`src/rtl/led_select_sequencer.sv`:
```
// Switch front end for the 1-to-4 LED demux: synchronises and debounces two push-switches
// and turns press/release gestures (plus a hold-both auto-scan toggle) into a 2-bit select.
module led_select_sequencer #(
    parameter int DEBOUNCE_LIMIT = 250000,
    parameter int HOLD_LIMIT     = 25000000,
    parameter int AUTO_LIMIT     = 12500000
) (
    input  logic i_Clk,
    input  logic i_Rst_L,
    input  logic i_Switch_1,
    input  logic i_Switch_2,
    output logic o_Sel0,
    output logic o_Sel1,
    output logic o_Sel_Change,
    output logic o_Auto
);

    localparam int DB_W   = $clog2(DEBOUNCE_LIMIT + 1);
    localparam int HOLD_W = $clog2(HOLD_LIMIT + 1);
    localparam int AUTO_W = $clog2(AUTO_LIMIT + 1);

    typedef enum logic [2:0] {
        IDLE,
        S1_HELD,
        S2_HELD,
        BOTH_HELD,
        WAIT_RELEASE
    } state_t;

    // Select arithmetic wraps naturally in two bits: 3+1 -> 0, 0-1 -> 3.
    function automatic logic [1:0] sel_step(input logic [1:0] sel, input logic up);
        return up ? sel + 2'd1 : sel - 2'd1;
    endfunction

    logic [1:0]        sw_p0;
    logic [1:0]        sw_p1;
    logic [1:0]        sw_db;
    logic [DB_W-1:0]   db_cnt [2];
    state_t            state;
    logic [1:0]        sel;
    logic [HOLD_W-1:0] hold_cnt;
    logic [AUTO_W-1:0] auto_cnt;
    logic              step_up;
    logic              step_dn;
    logic              auto_tc;

    // Stage p0/p1: two-flop synchronisers; bit 0 is switch 1, bit 1 is switch 2.
    always_ff @(posedge i_Clk) begin
        sw_p0 <= {i_Switch_2, i_Switch_1};
        sw_p1 <= sw_p0;
    end

    // Debounce: flip only after DEBOUNCE_LIMIT consecutive cycles of disagreement.
    always_ff @(posedge i_Clk) begin
        if (!i_Rst_L) begin
            sw_db     <= 2'b00;
            db_cnt[0] <= '0;
            db_cnt[1] <= '0;
        end else begin
            for (int i = 0; i < 2; i++) begin
                if (sw_p1[i] != sw_db[i]) begin
                    if (db_cnt[i] == DB_W'(DEBOUNCE_LIMIT - 1)) begin
                        sw_db[i]  <= sw_p1[i];
                        db_cnt[i] <= '0;
                    end else begin
                        db_cnt[i] <= db_cnt[i] + DB_W'(1);
                    end
                end else begin
                    db_cnt[i] <= '0;
                end
            end
        end
    end

    // A single-switch gesture completes when its switch is released with the other still up.
    assign step_up = (state == S1_HELD) && !sw_db[1] && !sw_db[0];
    assign step_dn = (state == S2_HELD) && !sw_db[0] && !sw_db[1];
    assign auto_tc = o_Auto && (auto_cnt == AUTO_W'(AUTO_LIMIT - 1));

    always_ff @(posedge i_Clk) begin
        if (!i_Rst_L) begin
            state        <= IDLE;
            sel          <= 2'd0;
            o_Sel_Change <= 1'b0;
            o_Auto       <= 1'b0;
            hold_cnt     <= '0;
            auto_cnt     <= '0;
        end else begin
            // A manual step wins over a coincident auto terminal count.
            o_Sel_Change <= 1'b0;
            if (step_up || step_dn) begin
                sel          <= sel_step(sel, step_up);
                o_Sel_Change <= 1'b1;
            end else if (auto_tc) begin
                sel          <= sel_step(sel, 1'b1);
                o_Sel_Change <= 1'b1;
            end

            // Held at zero while auto is off, so it starts from zero when auto turns on.
            if (!o_Auto || step_up || step_dn || auto_tc) begin
                auto_cnt <= '0;
            end else begin
                auto_cnt <= auto_cnt + AUTO_W'(1);
            end

            case (state)
                IDLE: begin
                    if (sw_db[0] && sw_db[1]) begin
                        state    <= BOTH_HELD;
                        hold_cnt <= '0;
                    end else if (sw_db[0]) begin
                        state <= S1_HELD;
                    end else if (sw_db[1]) begin
                        state <= S2_HELD;
                    end
                end
                S1_HELD: begin
                    if (sw_db[1]) begin
                        state    <= BOTH_HELD;
                        hold_cnt <= '0;
                    end else if (!sw_db[0]) begin
                        state <= IDLE;
                    end
                end
                S2_HELD: begin
                    if (sw_db[0]) begin
                        state    <= BOTH_HELD;
                        hold_cnt <= '0;
                    end else if (!sw_db[1]) begin
                        state <= IDLE;
                    end
                end
                BOTH_HELD: begin
                    if (sw_db[0] && sw_db[1]) begin
                        if (hold_cnt == HOLD_W'(HOLD_LIMIT - 1)) begin
                            o_Auto <= !o_Auto;
                            state  <= WAIT_RELEASE;
                        end else begin
                            hold_cnt <= hold_cnt + HOLD_W'(1);
                        end
                    end else begin
                        state <= WAIT_RELEASE;
                    end
                end
                WAIT_RELEASE: begin
                    if (!sw_db[0] && !sw_db[1]) begin
                        state <= IDLE;
                    end
                end
                default: state <= IDLE;
            endcase
        end
    end

    assign o_Sel0 = sel[0];
    assign o_Sel1 = sel[1];

endmodule

```
`config.mk`:
```
export PLATFORM = sky130hd
export DESIGN_NAME = led_select_sequencer
export DESIGN_NICKNAME = d
export VERILOG_FILES = /design/src/rtl/led_select_sequencer.sv
export SDC_FILE = /design/constraint.sdc
export NUM_CORES = 1
export LEC_CHECK = 0
export CORE_MARGIN = 4
export CORE_UTILIZATION = 55
export CTS_CLUSTER_SIZE = 20
export DETAILED_ROUTE_END_ITERATION = 7
export GPL_TIMING_DRIVEN = 0
export PLACE_DENSITY = 0.81
export SYNTH_ARGS = -nofsm -noshare
export SYNTH_HDL_FRONTEND = slang
export SYNTH_SLANG_ARGS = --single-unit
```
`constraint.sdc`:
```
create_clock -name i_Clk -period 1.91 [get_ports i_Clk]
set_clock_uncertainty 0.1 [all_clocks]
set_input_delay 0.573 -clock i_Clk [delete_from_list [all_inputs] [get_ports i_Clk]]
set_output_delay 0.573 -clock i_Clk [all_outputs]
set_load 0.02 [all_outputs]
```
==> results.md <==
* Remaining antenna violation count at 0
* Highest Signal Layer: met4
* Routability cong. at 0.874
* Worst path cell trace: nor4b_2 > nand4_1 > nor4_4 > nand3b_4 > buf_8 > nor2_2
* CTS H-tree depth at 3
* Syn Area/Cell at 9.70 um2
* Maximum count of clock buffers along a single path at 2
* Net count reported at finish at 616
* CTS sink count at 98
* Crit path DAT at 2.04 ns
* Worst setup path category: reg -> reg
* Number of slew-limit violations in the final report at 0
* Tot GR Track Use at 20.0%
* Yosys warning count at 0
* Antenna violations before repair at 0
* WL met3 at 493 um
* Post-synthesis cell count at 522
* Most frequently used flop master after synthesis: sky130_fd_sc_hd__dfxtp_1
* Commonest cells after routing, fill and taps aside: sky130_fd_sc_hd__nor2_1 (64), sky130_fd_sc_hd__dfxtp_1 (36), sky130_fd_sc_hd__edfxtp_1 (36), sky130_fd_sc_hd__conb_1 (36)
* Routed len/inst at 16.4 um
* Category of the worst setup path launch point: flip-flop
* Clock root buffer: sky130_fd_sc_hd__clkbuf_8
* Clock tree from TritonCTS: done
* Most common library cell in the layout ignoring fill and taps: sky130_fd_sc_hd__nor2_1
* Slack of the worst reg-to-reg path at -0.09 ns
* Initial core utilization at 57.2%
* Maximum cell stage delay along the critical path at 0.45 ns
* Area added between synthesis and finish at 26.0%
* Fin. Hold Viols at 0
* Vias after detailed routing at 4,267
* Maximum number of pins on one net before global-route repair at 17
* DRC violation count after routing at 0
* Final antenna diode count at 0
* Clock transition at path regs at 0.10 ns
* Core Region at 8850 um2
* Max Freq at 0.499 GHz
* Area of combinational cells with multiple inputs at 3060 um2
* Result of the run: complete, but fails checks
* FF+latch count, synth at 98
* Worst hold path depth at 0
* Area of the die at 10,800 um2
* Hold Crit Class: reg -> reg
* Endpoint of the most critical register-to-register path: db_cnt[1][15]
* Startpoint of the tightest hold check path: sw_p0[0]
* Layout Utilization at 72.1%
* Final count of negative-setup-slack endpoints at 46
* Fraction of registers with async set or reset after synthesis at 0%
* Routed met2 length at 6030 um
* Maximum capacitance violations at 0
* Total detailed-routing wirelength at 11,800 um
* Crit-path slowest cell: sky130_fd_sc_hd__edfxtp_1
* Wire length of the first global-routing pass at 18,300 um
* Std-Cell Rows at 34
* HPWL after detailed placement at 6830 um
* Worst endpoint required time at 1.94 ns
* Inserted Clock Buffers at 9
* Hold Path Sink: sw_p1[0]
* Start of the worst register-to-register path: db_cnt[1][5]
* Largest fanout of any net on the critical path at 6
* Proportion of layout cells with a drive suffix above 1 at 27.4%
* Vias per cell at 5.92
* Maximum VDD drop at 0.433 mV
* Number of buffers inserted for hold repair after clock tree synthesis at 0
* Capturing element type of the critical path: flip-flop
* Total Negative Setup Slacks at -1.99 ns
* RSZ-0062 raised after global routing: true
* Share of the yosys chip area belonging to registers at 45.8%
* Number of fill cells at 599
* Leakage at 2.34 nW
* Number of top-level pins at 8
* Length of the first detailed-routing pass in iterations at 5
* Clk_lat worst skew at 0.36 ns
* Minimum period implied by the final worst setup slack at 2.00 ns
* Die Ht at 104 um
* Metal-1 WL at 5010 um
* Depth of the worst register-to-register path at 6
* Total gr overflow at 0
* Post-synthesis cell area at 5060 um2
* Via count of the first global-routing pass at 4,028
* Number of DRC markers in iteration 0 at 284
* Number of distinct library cells after synthesis at 70
* Failing checks: negative setup slack
* Horizontal die dimension at 104 um
* Count of flip-flops with a built-in enable after synthesis at 36
* Footprint of the flip-flops and latches at 2370 um2
* Worst Slack Setup Final at -0.0943 ns
* Post-Route Hold Slack at 0.240 ns
* Power density over the cells at 624 nW/um2
* I/O Buffers at 6
* Final worst-path cycle share at 105%
[power breakdown]
group | total, mW | internal (mW) | leakage [nW] | switching (mW)
Sequential | 2.28 | 2.22 | 0.887 | 0.0630
Combinational | 0.328 | 0.147 | 1.35 | 0.181
Clock | 1.37 | 0.651 | 0.100 | 0.721
[per-stage QoR]
step	area [um2]	total power, mW	cells	worst slack, ns
5_1_grt	6380	4.14	721	-0.159
6_report	6380	3.98	721	-0.0943
3_5_place_dp	5410	2.59	671	-0.249
4_1_cts	5850	3.94	702	-0.0287
3_3_place_gp	5410	2.58	671	-0.221
2_1_floorplan	5210	2.52	557	0.0122
[sequential cells by signal, summed over array words and instances, names as in the netlist]
signal and count:
db_cnt 36, hold_cnt 25, auto_cnt 24, state 3, sel 2, sw_db 2, sw_p0 2, sw_p1 2
o_Auto 1, o_Sel_Change 1
[how the worst max path moves through the flow]
stage / start / cells after the start / end / slack, ns
CTS: hold_cnt[23] / 6 / hold_cnt[24] / -0.03
global placement: db_cnt[1][11] / 6 / db_cnt[1][16] / -0.22
finish: db_cnt[1][5] / 6 / db_cnt[1][15] / -0.09
detailed placement: db_cnt[1][11] / 6 / db_cnt[1][17] / -0.25
global route: db_cnt[0][6] / 6 / db_cnt[0][14] / -0.16
floorplan: db_cnt[0][8] / 6 / db_cnt[0][16] / 0.01
[Yosys cell counts, types with 4 or more instances]
master                     count  share of area, %
sky130_fd_sc_hd__a221o_1       5              0.99
sky130_fd_sc_hd__nor2_1       83               6.2
sky130_fd_sc_hd__nand4_2       4              0.99
sky130_fd_sc_hd__and2_1        5              0.62
sky130_fd_sc_hd__dfxtp_1      62                25
sky130_fd_sc_hd__and4_1        9               1.6
sky130_fd_sc_hd__and3_1       12               1.5
sky130_fd_sc_hd__nand3_1      30               3.0
sky130_fd_sc_hd__nand2_1      24               1.8
sky130_fd_sc_hd__or3_1         9               1.1
sky130_fd_sc_hd__inv_1        17               1.3
sky130_fd_sc_hd__nor3_1       19               1.9
sky130_fd_sc_hd__o21ai_0      12               1.2
sky130_fd_sc_hd__nor2b_1       6              0.74
sky130_fd_sc_hd__nor4_1       12               1.5
sky130_fd_sc_hd__xnor2_1      31               5.4
sky130_fd_sc_hd__edfxtp_1     36                21
sky130_fd_sc_hd__buf_6         5               1.1
sky130_fd_sc_hd__o22a_1        6               1.0
sky130_fd_sc_hd__nand4_1      21               2.6
sky130_fd_sc_hd__buf_2         4              0.40
sky130_fd_sc_hd__xor2_1       31               5.4
sky130_fd_sc_hd__a211o_1       4              0.69
sky130_fd_sc_hd__ha_1          4              0.99
sky130_fd_sc_hd__a21oi_1       5              0.49
[per-layer routing]
layer  GRT usage [%]  vias up
li1                -     2024
met1            25.5     2088
met2            33.8      123
met3            4.22       32
met4            7.03        0
met5               0        -
[layout make-up]
type,count,share of cell area [%]
plain buffers,19,3.02
multi-input cells,424,47.9
flip-flops and latches,98,37.2
clock inverters,4,0.804
inverters,17,1.00
repair buffers,39,5.67
clock buffers,12,2.29
well taps,108,2.12
[worst max-delay path: cells and delay by family, from the launching register on]
kind,cells,cell delay (ns)
buf+inv,1,0.16
flops,1,0.45
simple gates,5,1.06
[cell families after synthesis]
kind of cell | share of synthesized area (%)
XOR/XNOR | 10.7
buffers and inverters | 4.52
flip-flops | 45.8
AND/OR/NAND/NOR | 28.3
adder cells (fa/ha/maj) | 0.988
multiplexers | 0.618
AO/OA/AOI/OAI | 8.97
other | 0.0740
[what timing repair did]
item | CTS | global route
setup buffers | 13 | 18
pin swaps | 13 | 32
setup endpoints to repair | 86 | 84
cloned | 2 | 2
resized for setup | 38 | 107
Power figures use the tool's default switching activity.
